### src/rtl/rv32i_instr_encoder.sv
// Program-load encoder: turns decoded RV32I field records into machine words
// and writes them to instruction memory at sequential addresses from a base.
module rv32i_instr_encoder #(
  parameter int unsigned ADDR_W = 8,
  parameter int unsigned DEPTH  = 64
) (
  input  logic              clk,
  input  logic              reset,
  input  logic              start,
  input  logic [ADDR_W-1:0] base_addr,
  input  logic              in_valid,
  output logic              in_ready,
  input  logic              in_last,
  input  logic [2:0]        in_class,
  input  logic [2:0]        in_funct3,
  input  logic              in_funct7b,
  input  logic [4:0]        in_rd,
  input  logic [4:0]        in_rs1,
  input  logic [4:0]        in_rs2,
  input  logic [31:0]       in_imm,
  output logic              mem_we,
  output logic [ADDR_W-1:0] mem_addr,
  output logic [31:0]       mem_wdata,
  output logic              done,
  output logic              err,
  output logic [7:0]        err_count
);

  localparam int unsigned CNT_W = $clog2(DEPTH + 1);

  localparam logic [6:0] OP_LOAD   = 7'b0000011;
  localparam logic [6:0] OP_STORE  = 7'b0100011;
  localparam logic [6:0] OP_RTYPE  = 7'b0110011;
  localparam logic [6:0] OP_ITYPE  = 7'b0010011;
  localparam logic [6:0] OP_BRANCH = 7'b1100011;

  localparam logic [2:0] CLS_LOAD   = 3'd0;
  localparam logic [2:0] CLS_STORE  = 3'd1;
  localparam logic [2:0] CLS_RTYPE  = 3'd2;
  localparam logic [2:0] CLS_ITYPE  = 3'd3;
  localparam logic [2:0] CLS_BRANCH = 3'd4;

  typedef enum logic [1:0] {IDLE, ACCEPT, WRITE, DONE} state_t;

  state_t             state;
  logic [ADDR_W-1:0]  cur_addr;
  logic [CNT_W-1:0]   count;
  logic               last_q;

  logic [31:0]        enc_word_c;
  logic               enc_legal_c;
  logic               imm12_ok_c;
  logic               imm13_ok_c;
  logic               shamt_ok_c;
  logic               is_shift_c;
  logic               br_f3_ok_c;

  // Immediate range checks: value fits when all bits above the field match its sign bit.
  always_comb begin
    imm12_ok_c = (&in_imm[31:11]) | (~|in_imm[31:11]);
    imm13_ok_c = (&in_imm[31:12]) | (~|in_imm[31:12]);
    shamt_ok_c = ~|in_imm[31:5];
    is_shift_c = (in_funct3 == 3'b001) || (in_funct3 == 3'b101);
    br_f3_ok_c = (in_funct3 == 3'b000) || (in_funct3 == 3'b001) || (in_funct3 == 3'b100);
  end

  // Field packing per instruction class, with legality of the record.
  always_comb begin
    enc_word_c  = '0;
    enc_legal_c = 1'b0;
    case (in_class)
      CLS_LOAD: begin
        enc_word_c  = {in_imm[11:0], in_rs1, in_funct3, in_rd, OP_LOAD};
        enc_legal_c = imm12_ok_c;
      end
      CLS_STORE: begin
        enc_word_c  = {in_imm[11:5], in_rs2, in_rs1, in_funct3, in_imm[4:0], OP_STORE};
        enc_legal_c = imm12_ok_c;
      end
      CLS_RTYPE: begin
        enc_word_c  = {1'b0, in_funct7b, 5'b00000, in_rs2, in_rs1, in_funct3, in_rd, OP_RTYPE};
        enc_legal_c = 1'b1;
      end
      CLS_ITYPE: begin
        if (is_shift_c) begin
          enc_word_c  = {1'b0, in_funct7b, 5'b00000, in_imm[4:0], in_rs1, in_funct3, in_rd,
                         OP_ITYPE};
          enc_legal_c = shamt_ok_c;
        end else begin
          enc_word_c  = {in_imm[11:0], in_rs1, in_funct3, in_rd, OP_ITYPE};
          enc_legal_c = imm12_ok_c;
        end
      end
      CLS_BRANCH: begin
        enc_word_c  = {in_imm[12], in_imm[10:5], in_rs2, in_rs1, in_funct3, in_imm[4:1],
                       in_imm[11], OP_BRANCH};
        enc_legal_c = imm13_ok_c & ~in_imm[0] & br_f3_ok_c;
      end
      default: begin
        enc_word_c  = '0;
        enc_legal_c = 1'b0;
      end
    endcase
  end

  // Session FSM; all outputs are registered and pulse strobes default low each cycle.
  always_ff @(posedge clk) begin
    if (reset) begin
      state     <= IDLE;
      cur_addr  <= '0;
      count     <= '0;
      last_q    <= 1'b0;
      in_ready  <= 1'b0;
      mem_we    <= 1'b0;
      mem_addr  <= '0;
      mem_wdata <= '0;
      done      <= 1'b0;
      err       <= 1'b0;
      err_count <= '0;
    end else begin
      mem_we <= 1'b0;
      done   <= 1'b0;
      case (state)
        IDLE: begin
          if (start) begin
            cur_addr  <= {base_addr[ADDR_W-1:2], 2'b00};
            count     <= '0;
            err       <= 1'b0;
            err_count <= '0;
            in_ready  <= 1'b1;
            state     <= ACCEPT;
          end
        end
        ACCEPT: begin
          if (in_valid) begin
            if (enc_legal_c) begin
              mem_wdata <= enc_word_c;
              mem_addr  <= cur_addr;
              mem_we    <= 1'b1;
              last_q    <= in_last;
              in_ready  <= 1'b0;
              state     <= WRITE;
            end else begin
              err <= 1'b1;
              if (err_count != 8'hFF) err_count <= err_count + 8'd1;
              if (in_last) begin
                in_ready <= 1'b0;
                done     <= 1'b1;
                state    <= DONE;
              end
            end
          end
        end
        WRITE: begin
          cur_addr <= cur_addr + ADDR_W'(4);
          count    <= count + CNT_W'(1);
          if (last_q || (count == CNT_W'(DEPTH - 1))) begin
            done  <= 1'b1;
            state <= DONE;
          end else begin
            in_ready <= 1'b1;
            state    <= ACCEPT;
          end
        end
        DONE: begin
          state <= IDLE;
        end
        default: begin
          state <= IDLE;
        end
      endcase
    end
  end

endmodule

### config.mk
export PLATFORM = sky130hd
export DESIGN_NAME = rv32i_instr_encoder
export DESIGN_NICKNAME = d
export VERILOG_FILES = /design/src/rtl/rv32i_instr_encoder.sv
export SDC_FILE = /design/constraint.sdc
export NUM_CORES = 1
export LEC_CHECK = 0
export CAP_MARGIN = 20
export CORE_ASPECT_RATIO = 1.2
export CORE_MARGIN = 4
export CORE_UTILIZATION = 45
export CTS_CLUSTER_SIZE = 14
export DETAILED_ROUTE_END_ITERATION = 10
export GPL_ROUTABILITY_DRIVEN = 0
export GPL_TIMING_DRIVEN = 1
export HOLD_SLACK_MARGIN = 0.08
export PLACE_DENSITY = 0.79
export SLEW_MARGIN = 25
export SYNTH_ARGS = -nofsm -noshare
export SYNTH_HDL_FRONTEND = slang
export SYNTH_SLANG_ARGS = --single-unit
### constraint.sdc
create_clock -name clk -period 2.5 [get_ports clk]
set_clock_uncertainty 0.15 [all_clocks]
set_input_delay 0.25 -clock clk [delete_from_list [all_inputs] [get_ports clk]]
set_output_delay 0.25 -clock clk [all_outputs]
set_load 0.01 [all_outputs]
# == Word level (Yosys, flattened, before mapping) ==
# Index checks and enable logic that the tools add are counted.
# op_classes
n_mux,35
n_reduce_logical,26
bitwise,7
eq_ne,18
add_sub_neg,3
# op_table
cell,count
$pmux W32 S5,1
$mux W8,5
$mux W32,1
$pmux W8 S2,2
$reduce_or A27 Y1,1
$reduce_and A21 Y1,1
$reduce_or A21 Y1,1
$reduce_and A20 Y1,1
$reduce_or A20 Y1,1
$mux W1,14
$pmux W7 S2,1
$mux W2,5
$ne A2 B2 Y1 const B,5
$reduce_and A5 Y1,2
$eq A3 B3 Y1 const B,3
$add A8 B1 Y8 const B,1
$add A8 B3 Y8 const B,1
$ne A8 B8 Y1 const B,1
$pmux W2 S4,1
$add A7 B1 Y7 const B,1
$eq A7 B6 Y1 const B,1
$mux W7,1
$eq A3 B1 Y1 const B,2
$eq A3 B2 Y1 const B,2
20 further kinds,34
# word_totals
regBits,70
out_inout_bits,52

# == Logic depth before layout (Yosys ltp) ==
# Gate-level depths: netlist of the first run.
# depth
ltp_word,9
depth_mapped,10
mapped_depth_nobuf,8

# == Least setup slack after synthesis of the first run ==
# Ideal clock, no wire load.
# synth_timing
path_kind,register to register
startpoint,register state[0]
endpoint,register count[5]
t_arrival_ns,1.926
t_required_ns,2.280
slack_ns,0.354
path_stages_with_launch,10
synth_period_minus_slack_ns,2.146
cell_sequence,dfxtp_1 inv_1 ha_1 nand2b_1 clkbuf_1 o21a_1 buf_2 nand4_1 or3_1 a21oi_1
# synth_via
elab_chain_len,3
# synth_lines
item,line_no,rtl
start: declaration,45,state_t state;
start signal: assignment,109,state <= IDLE;
start signal: assignment,131,state <= ACCEPT;
start signal: assignment,142,state <= WRITE;
$eq A2 B2 Y1 / $logic_not A2 Y1 (equally long branches),123,case (state)
$reduce_bool A2 Y1 (no source line) / $ne A2 B2 Y1 (equally long branches),n/a,
$reduce_and A2 Y1 (no source line),n/a,
end signal: assignment,156,count <= count + CNT_W'(1);
end: declaration,47,logic [CNT_W-1:0] count;
# Parallel ways exist; a longest one is shown, timed or not.
# A chain may end at the register's enable or synchronous reset.

# == Final worst setup path of the first run ==
# layout_timing
startpoint,input in_funct3[1]
endpoint,register err_count[0]
# layout_via
elab_chain_len,7
# layout_lines
item,line_no,rtl
start: declaration,15,"input logic [2:0] in_funct3,"
$eq A3 B1 Y1 / $logic_not A3 Y1 (equally long branches),"63, 64",
$logic_or A1 B1 Y1 (2 in a row),64,br_f3_ok_c = (in_funct3 == 3'b000) || (in_funct3 == 3'b001) || (in_funct3 == 3'b100);
$and A1 B1 Y1,97,enc_legal_c = imm13_ok_c & ~in_imm[0] & br_f3_ok_c;
$pmux W1 S4 *,71,case (in_class)
$ne A2 B2 Y1 (no source line) *,n/a,
$reduce_and A5 Y1 (no source line) *,n/a,
end signal: assignment,145,if (err_count != 8'hFF) err_count <= err_count + 8'd1;
end: declaration,26,output logic [7:0] err_count
# Mark *: on every way between the ends. The rest lies on a longest branch, timed or not.

==> impl_metrics.tcl, run 1 <==
set metrics [dict create \
    min_period_ns 2.35 \
    yosys.area_share.simple_pct 23.2 \
    totalNegativeSetupSlack_ns 0 \
    synth_adder_area_share_pct 2.67 \
    async_reset_ff_share_pct 0 \
    clk_latency_ns 0.34 \
    grt-ovfl-total 0 \
    path_buf_inv 2 \
    cts_root_buf "clkbuf_8" \
    cts_made_buffers 9 \
    syn_area_um2 3280 \
    synth_top_family_by_area "simple AND/OR/NAND/NOR gates" \
    cts_tree "built" \
    coreArea_um2 6980 \
    period_share_pct 94.0 \
    reg2reg_depth 8 \
    synthFlopType "dfxtp_1" \
    drive_gt1_share_pct 13.6 \
    ant_nets 0 \
    rows 33 \
    die_area_um2 8720 \
    ys_types 50 \
    io_buffers 112 \
    ys_seq_area_share_pct 38.5 \
    vdd_ir_drop_max_mv 0.542 \
    critPathKind "input pin to flip-flop" \
    setup_viol 0 \
    relSlewSlack_pct 46.1 \
    route.vias.total 3236 \
    synth_top_area_share_pct 38.5 \
    cts.sinks 63 \
    rrSetupSlack_ns 0.21 \
    first_pass_iters 4 \
    cp.arrival_ns 2.47 \
    grtUsageTotal_pct 20.8 \
    start_util_pct 47.0 \
    finalInstanceArea_um2 4830 \
    rsz0062_at_grt "no" \
    area_growth_pct 47.3 \
    cts_max_level 3 \
    status "completed" \
    die_width_um 85.9 \
    endpoint "err_count[0]" \
    cap_violations 0 \
    finalHoldViolCount 0 \
    synthXorXnorAreaFrac_pct 1.34 \
    vias_per_cell 5.44 \
    fmax_ghz 0.426 \
    dpl-instance-area_um2 4580 \
    yosysWarningCount 0 \
    fin_nets 578 \
    synth_edf_count 0 \
    drt-total-wl_mm 9.17 \
    syn_avg_cell_area_um2 8.74 \
    grt_start_max_net_pins 34 \
    clockBufferDepth 2 \
    synth_top_area_cell "dfxtp_1" \
    synth_area_leaders "dfxtp_1 (38%), mux2i_1 (7.9%), nor2_1 (6.5%), a211oi_2 (5.0%), a21oi_1 (3.2%)" \
    path_delay_family "compound AO/OA/AOI/OAI gates" \
    synth-compound-area-share_pct 19.8 \
    timing.rr.start "state[0]" \
    grt_pass1_vias 3086 \
    cp_cell_sequence "clkdlybuf4s50_1, nand2b_1, a21oi_2, a211oi_2, o22ai_2, nand3_4, buf_4, or3_1, a21oi_1" \
    die_y_um 101 \
    worstReg2RegEnd "err_count[0]" \
    worst_slew_pin_slew_ns 0.802 \
    avgRoutedWirePerCell_um 15.4 \
    cts_hold_buf 0 \
    syn_inst 375 \
    crit_path_end_kind "flip-flop" \
    antenna_found_initial 0 \
    leakagePower_nw 1.71 \
    hold_class "input pin to flip-flop" \
    crit_fanout 11 \
    maxSlewViolCount 0 \
    slowest_stage "clkdlybuf4s50_1" \
    diodes 0 \
    grt_pass1_wl_mm 14.6 \
    cp-startpoint "in_funct3[1]" \
    cp_slowest_stage_delay_ns 0.44 \
    path_clk_slew_ns 0.07 \
    path_depth 9 \
    cp-start-kind "input pin" \
    drc 0 \
    ys_ff_latch 63 \
    pin_count 119 \
    hpwl_mm 6.75 \
    power_density_nw_per_um2 650 \
    muxShareOfSynthArea_pct 7.94 \
    cp.required_ns 2.62 \
    drt_iter0_markers 123 \
]
[cell usage after synthesis (all sizes together), types with 8 or more instances]
library cell  instances
buf                  15
nand4                 8
nand2b                8
nor2                 57
clkbuf               11
a21oi                23
dfxtp                63
a211oi               20
nand3                22
nand2                19
o21ai                14
mux2i                26
[flip-flops by register name (all words and copies together) (netlist names)]
register,count
count,7
cur_addr,6
done,1
err,1
err_count,8
in_ready,1
last_q,1
mem_addr,6
mem_wdata,29
mem_we,1
state,2
[per-stage QoR]
stage	utilization, %	hold WS (ns)	setup WS (ns)	power [mW]	std cells
after global routing	69.2	0.239	0.00154	3.32	595
after floorplan	-	0.230	0.354	1.75	378
after global placement	65.6	0.296	-0.147	2.09	580
final	69.2	0.244	0.150	3.14	595
after CTS	68.9	0.221	0.0586	3.15	595
after detailed placement	65.6	0.301	-0.257	2.12	580
[power breakdown]
part	switching, mW	internal [mW]	total, mW
registers	0.0969	1.10	1.19
logic	0.481	0.439	0.920
clock network	0.390	0.636	1.03
total	0.968	2.17	3.14
[kinds of logic after synthesis]
family,Yosys count
fa+ha+maj,7
mux,26
xor+xnor,5
buf+inv,33
simple gates,151
compound gates,89
other cells,1
flops,63
[what timing repair did]
item                                    in CTS  in global routing
gates resized for setup                      0                  3
endpoints found under the setup margin       0                 34
buffers inserted                             0                  0
[worst register-to-register path, cell delays in order, from the launching register on]
cell	delay (ns)
dfxtp_1	0.38
inv_1	0.12
ha_1	0.29
nand2b_1	0.12
nor2b_1	0.28
nand3_4	0.18
buf_4	0.20
or3_1	0.34
a21oi_1	0.16
[final cells by class]
| type | instances | area, µm² |
|---|---|---|
| fill | 533 | 2150 |
| tap | 87 | 109 |
| multi-input combinational | 282 | 1840 |
| sequential | 63 | 1260 |
| timing repair buffer | 141 | 1360 |
| clock inverter | 3 | 65.1 |
| clock buffer | 12 | 165 |
| inverter | 7 | 26.3 |
[routing by layer]
layer	vias to the layer above	track usage, %	wire (µm)	part of all wire (%)
met5	-	0	0	0
li1	1626	-	-	-
met4	0	9.62	243	2.7
met2	93	35.5	4550	50
met1	1499	25.5	3800	41
met3	18	3.17	576	6.3
[cell usage in the layout, fill, tap and decap left out, drive strengths merged, types with 3 or more instances in the layout]
cell type,Yosys,final
nand3b,3,3
dfxtp,63,63
and3,5,5
nand2b,8,8
clkbuf,11,12
inv,7,7
a211oi,20,20
ha,7,7
nor2,57,57
clkdlybuf4s50,0,111
a21oi,23,23
o21ai,14,14
o22ai,5,5
a22oi,5,5
nand3,22,22
nor4,6,6
xor2,3,3
nand2,19,19
conb,1,4
a31oi,6,6
nand4,8,8
buf,15,30
o211ai,7,7
a41oi,3,3
nor3b,5,5
mux2i,26,26
or4,4,4
nor3,5,5
[worst min-delay path by stage]
stage | startpoint | cells after the start | end
final | reset | 2 | count[1]
after CTS | reset | 2 | count[1]
after global placement | err | 2 | err
after detailed placement | err | 2 | err
after floorplan | in_imm[5] | 2 | mem_wdata[25]
after global routing | reset | 2 | count[1]
Power figures use the tool's default switching activity.
==> run 2: changes to the inputs <==
--- a/config.mk
+++ b/config.mk
@@ -9,11 +9,13 @@
 export CORE_ASPECT_RATIO = 1.2
 export CORE_MARGIN = 4
 export CORE_UTILIZATION = 45
+export CTS_BUF_LIST = sky130_fd_sc_hd__clkbuf_4 sky130_fd_sc_hd__clkbuf_8 sky130_fd_sc_hd__clkbuf_16
 export CTS_CLUSTER_SIZE = 14
 export DETAILED_ROUTE_END_ITERATION = 10
 export GPL_ROUTABILITY_DRIVEN = 0
 export GPL_TIMING_DRIVEN = 1
 export HOLD_SLACK_MARGIN = 0.08
+export MAX_ROUTING_LAYER = met4
 export PLACE_DENSITY = 0.79
 export SLEW_MARGIN = 25
 export SYNTH_ARGS = -nofsm -noshare
==> constraint.sdc (replaced) <==
create_clock -name clk -period 2.6 [get_ports clk]
set_clock_uncertainty 0.15 [all_clocks]
set_input_delay 0.26 -clock clk [delete_from_list [all_inputs] [get_ports clk]]
set_output_delay 0.26 -clock clk [all_outputs]
set_load 0.01 [all_outputs]
==> run 2 against run 1 <==
Combinational power shrank 5.4%; clock power shrank 6%; setup slack better by 0.089 ns; highest routed layer unchanged; final cell count fell by 0.67%; global-route usage is 1.0 points higher; core utilization is 0.86 points lower; non-clock buffer count down 5; count of clock-buffer cells in the layout is 1 lower; total power is 5.0% lower; wire length shrank 1.7%; sequential power is 3% lower.
==> impl_metrics.tcl, run 2 (synthesized netlist as in run 1, its figures left out) <==
set metrics [dict create \
    status "completed" \
    utilization_pct 68.4 \
    grtUsageTotal_pct 21.8 \
    rrSetupSlack_ns 0.32 \
    maxSlewViolCount 0 \
    path_clk_slew_ns 0.07 \
    hpwl_mm 6.69 \
    intPower_mw 2.04 \
    rsz0062_at_grt "no" \
    grt.met2_usage_pct 36.4 \
    crit_path_end_kind "flip-flop" \
    power_density_nw_per_um2 625 \
    diodes 0 \
    design_power_total_mw 2.98 \
    sw_frac_of_total_pct 31.5 \
    relSlewSlack_pct 48.6 \
    period_share_pct 90.8 \
    grt_pass1_vias 3207 \
    finalHoldViolCount 0 \
    endpoint "err_count[4]" \
    clk_latency_ns 0.34 \
    vias_per_cell 5.45 \
    setup_viol 0 \
    pin_count 119 \
    area_growth_pct 45.5 \
    path_buf_inv 3 \
    cts_made_buffers 9 \
    p_sw_mw 0.940 \
    route.vias.total 3222 \
    drt-total-wl_mm 9.01 \
    finalInstanceArea_um2 4770 \
    biggestRegsByFlops "mem_wdata x29, err_count x8, count x7" \
    cp_cell_sequence "clkdlybuf4s50_1, buf_4, buf_4, nor3_1, a31oi_1, nand3_2, or4_1, a31oi_1" \
    rows 33 \
    cp-startpoint "in_class[0]" \
    cap_violations 0 \
    fmax_ghz 0.424 \
    cts_tree "built" \
    path_depth 8 \
    p_clk_share_pct 32.4 \
    avgRoutedWirePerCell_um 15.2 \
    worstReg2RegEnd "err_count[4]" \
    combPwrFrac_pct 29.2 \
    regMostFlops "mem_wdata" \
    antenna_found_initial 0 \
    largest_reg_flops 29 \
    power_frac_seq_pct 38.4 \
    fin_nets 573 \
    clockBufferDepth 2 \
    slowest_stage "or4_1" \
    grt_start_max_net_pins 28 \
    grt_use_met1_pct 25.8 \
    cts_max_level 3 \
    grt_busiest_layer "met2" \
    min_period_ns 2.36 \
    drive_gt1_share_pct 12.5 \
    layout_commonest_cell "clkdlybuf4s50_1" \
    grt_pass1_wl_mm 14.9 \
    drc 0 \
    coreArea_um2 6980 \
    met3_usage_pct 3.82 \
    die_y_um 101 \
    hold_class "input pin to flip-flop" \
    cp.required_ns 2.72 \
    die_area_um2 8720 \
    first_pass_iters 4 \
    cp.arrival_ns 2.48 \
    setup_ws_ns 0.239 \
    critPathKind "input pin to flip-flop" \
    dp_slack_ns -0.112 \
    path_delay_family "simple AND/OR/NAND/NOR gates" \
    post-cts-setup-buffers 0 \
    cts.sinks 63 \
    die_width_um 85.9 \
    cp_slowest_stage_delay_ns 0.57 \
    cp-start-kind "input pin" \
    crit_fanout 11 \
    worst_slew_pin_slew_ns 0.765 \
    dpl-instance-area_um2 4540 \
    cts_hold_buf 0 \
    drt_iter0_markers 100 \
    start_util_pct 47.0 \
    grt-ovfl-total 0 \
    reg2reg_depth 7 \
    final_cell_mix "clkdlybuf4s50_1 (111), dfxtp_1 (63), nor2_1 (57)" \
    vdd_ir_drop_max_mv 0.455 \
    ant_nets 0 \
    cts_root_buf "clkbuf_8" \
    leakagePower_nw 1.68 \
    io_buffers 112 \
    timing.rr.start "state[0]" \
    cts_resized 0 \
]
run 2: worst min-delay path by stage:
| stage | start | end | slack, ns | depth (start not counted) |
|---|---|---|---|---|
| 2_1_floorplan | in_imm[5] | mem_wdata[25] | 0.24 | 2 |
| 3_3_place_gp | err | err | 0.30 | 2 |
| 3_5_place_dp | err | err | 0.30 | 2 |
| 4_1_cts | reset | mem_wdata[14] | 0.25 | 2 |
| 5_1_grt | reset | mem_wdata[17] | 0.27 | 2 |
| 6_report | reset | mem_wdata[1] | 0.26 | 2 |
run 2: power groups by stage:
stage | registers (mW) | logic, mW | clock network [mW]
5_1_grt | 1.16 | 0.961 | 1.04
2_1_floorplan | 1.16 | 0.529 | 0
3_3_place_gp | 1.16 | 0.838 | 0
4_1_cts | 1.14 | 0.872 | 0.990
3_5_place_dp | 1.16 | 0.865 | 0
6_report | 1.15 | 0.870 | 0.967
run 2: area by class of cell:
type / instances / area (µm²)
Fill cell: 547 / 2210
Multi-Input combinational cell: 282 / 1830
Timing Repair Buffer: 136 / 1320
Sequential cell: 63 / 1260
Clock buffer: 11 / 145
Tap cell: 87 / 109
Clock inverter: 5 / 81.3
Inverter: 7 / 26.3
run 2: routing by layer:
layer,up-vias,share of wire (%)
met5,-,0
met4,0,2.0
met3,12,6.0
met2,100,50
met1,1491,42
li1,1619,-
run 2: per-stage QoR:
| stage | hold slack [ns] | std cells | TNS (ns) |
|---|---|---|---|
| global route | 0.268 | 591 | 0 |
| CTS | 0.246 | 591 | 0 |
| global placement | 0.297 | 575 | -0.153 |
| detailed placement | 0.302 | 575 | -0.731 |
| finish | 0.259 | 591 | 0 |
| floorplan | 0.240 | 378 | 0 |
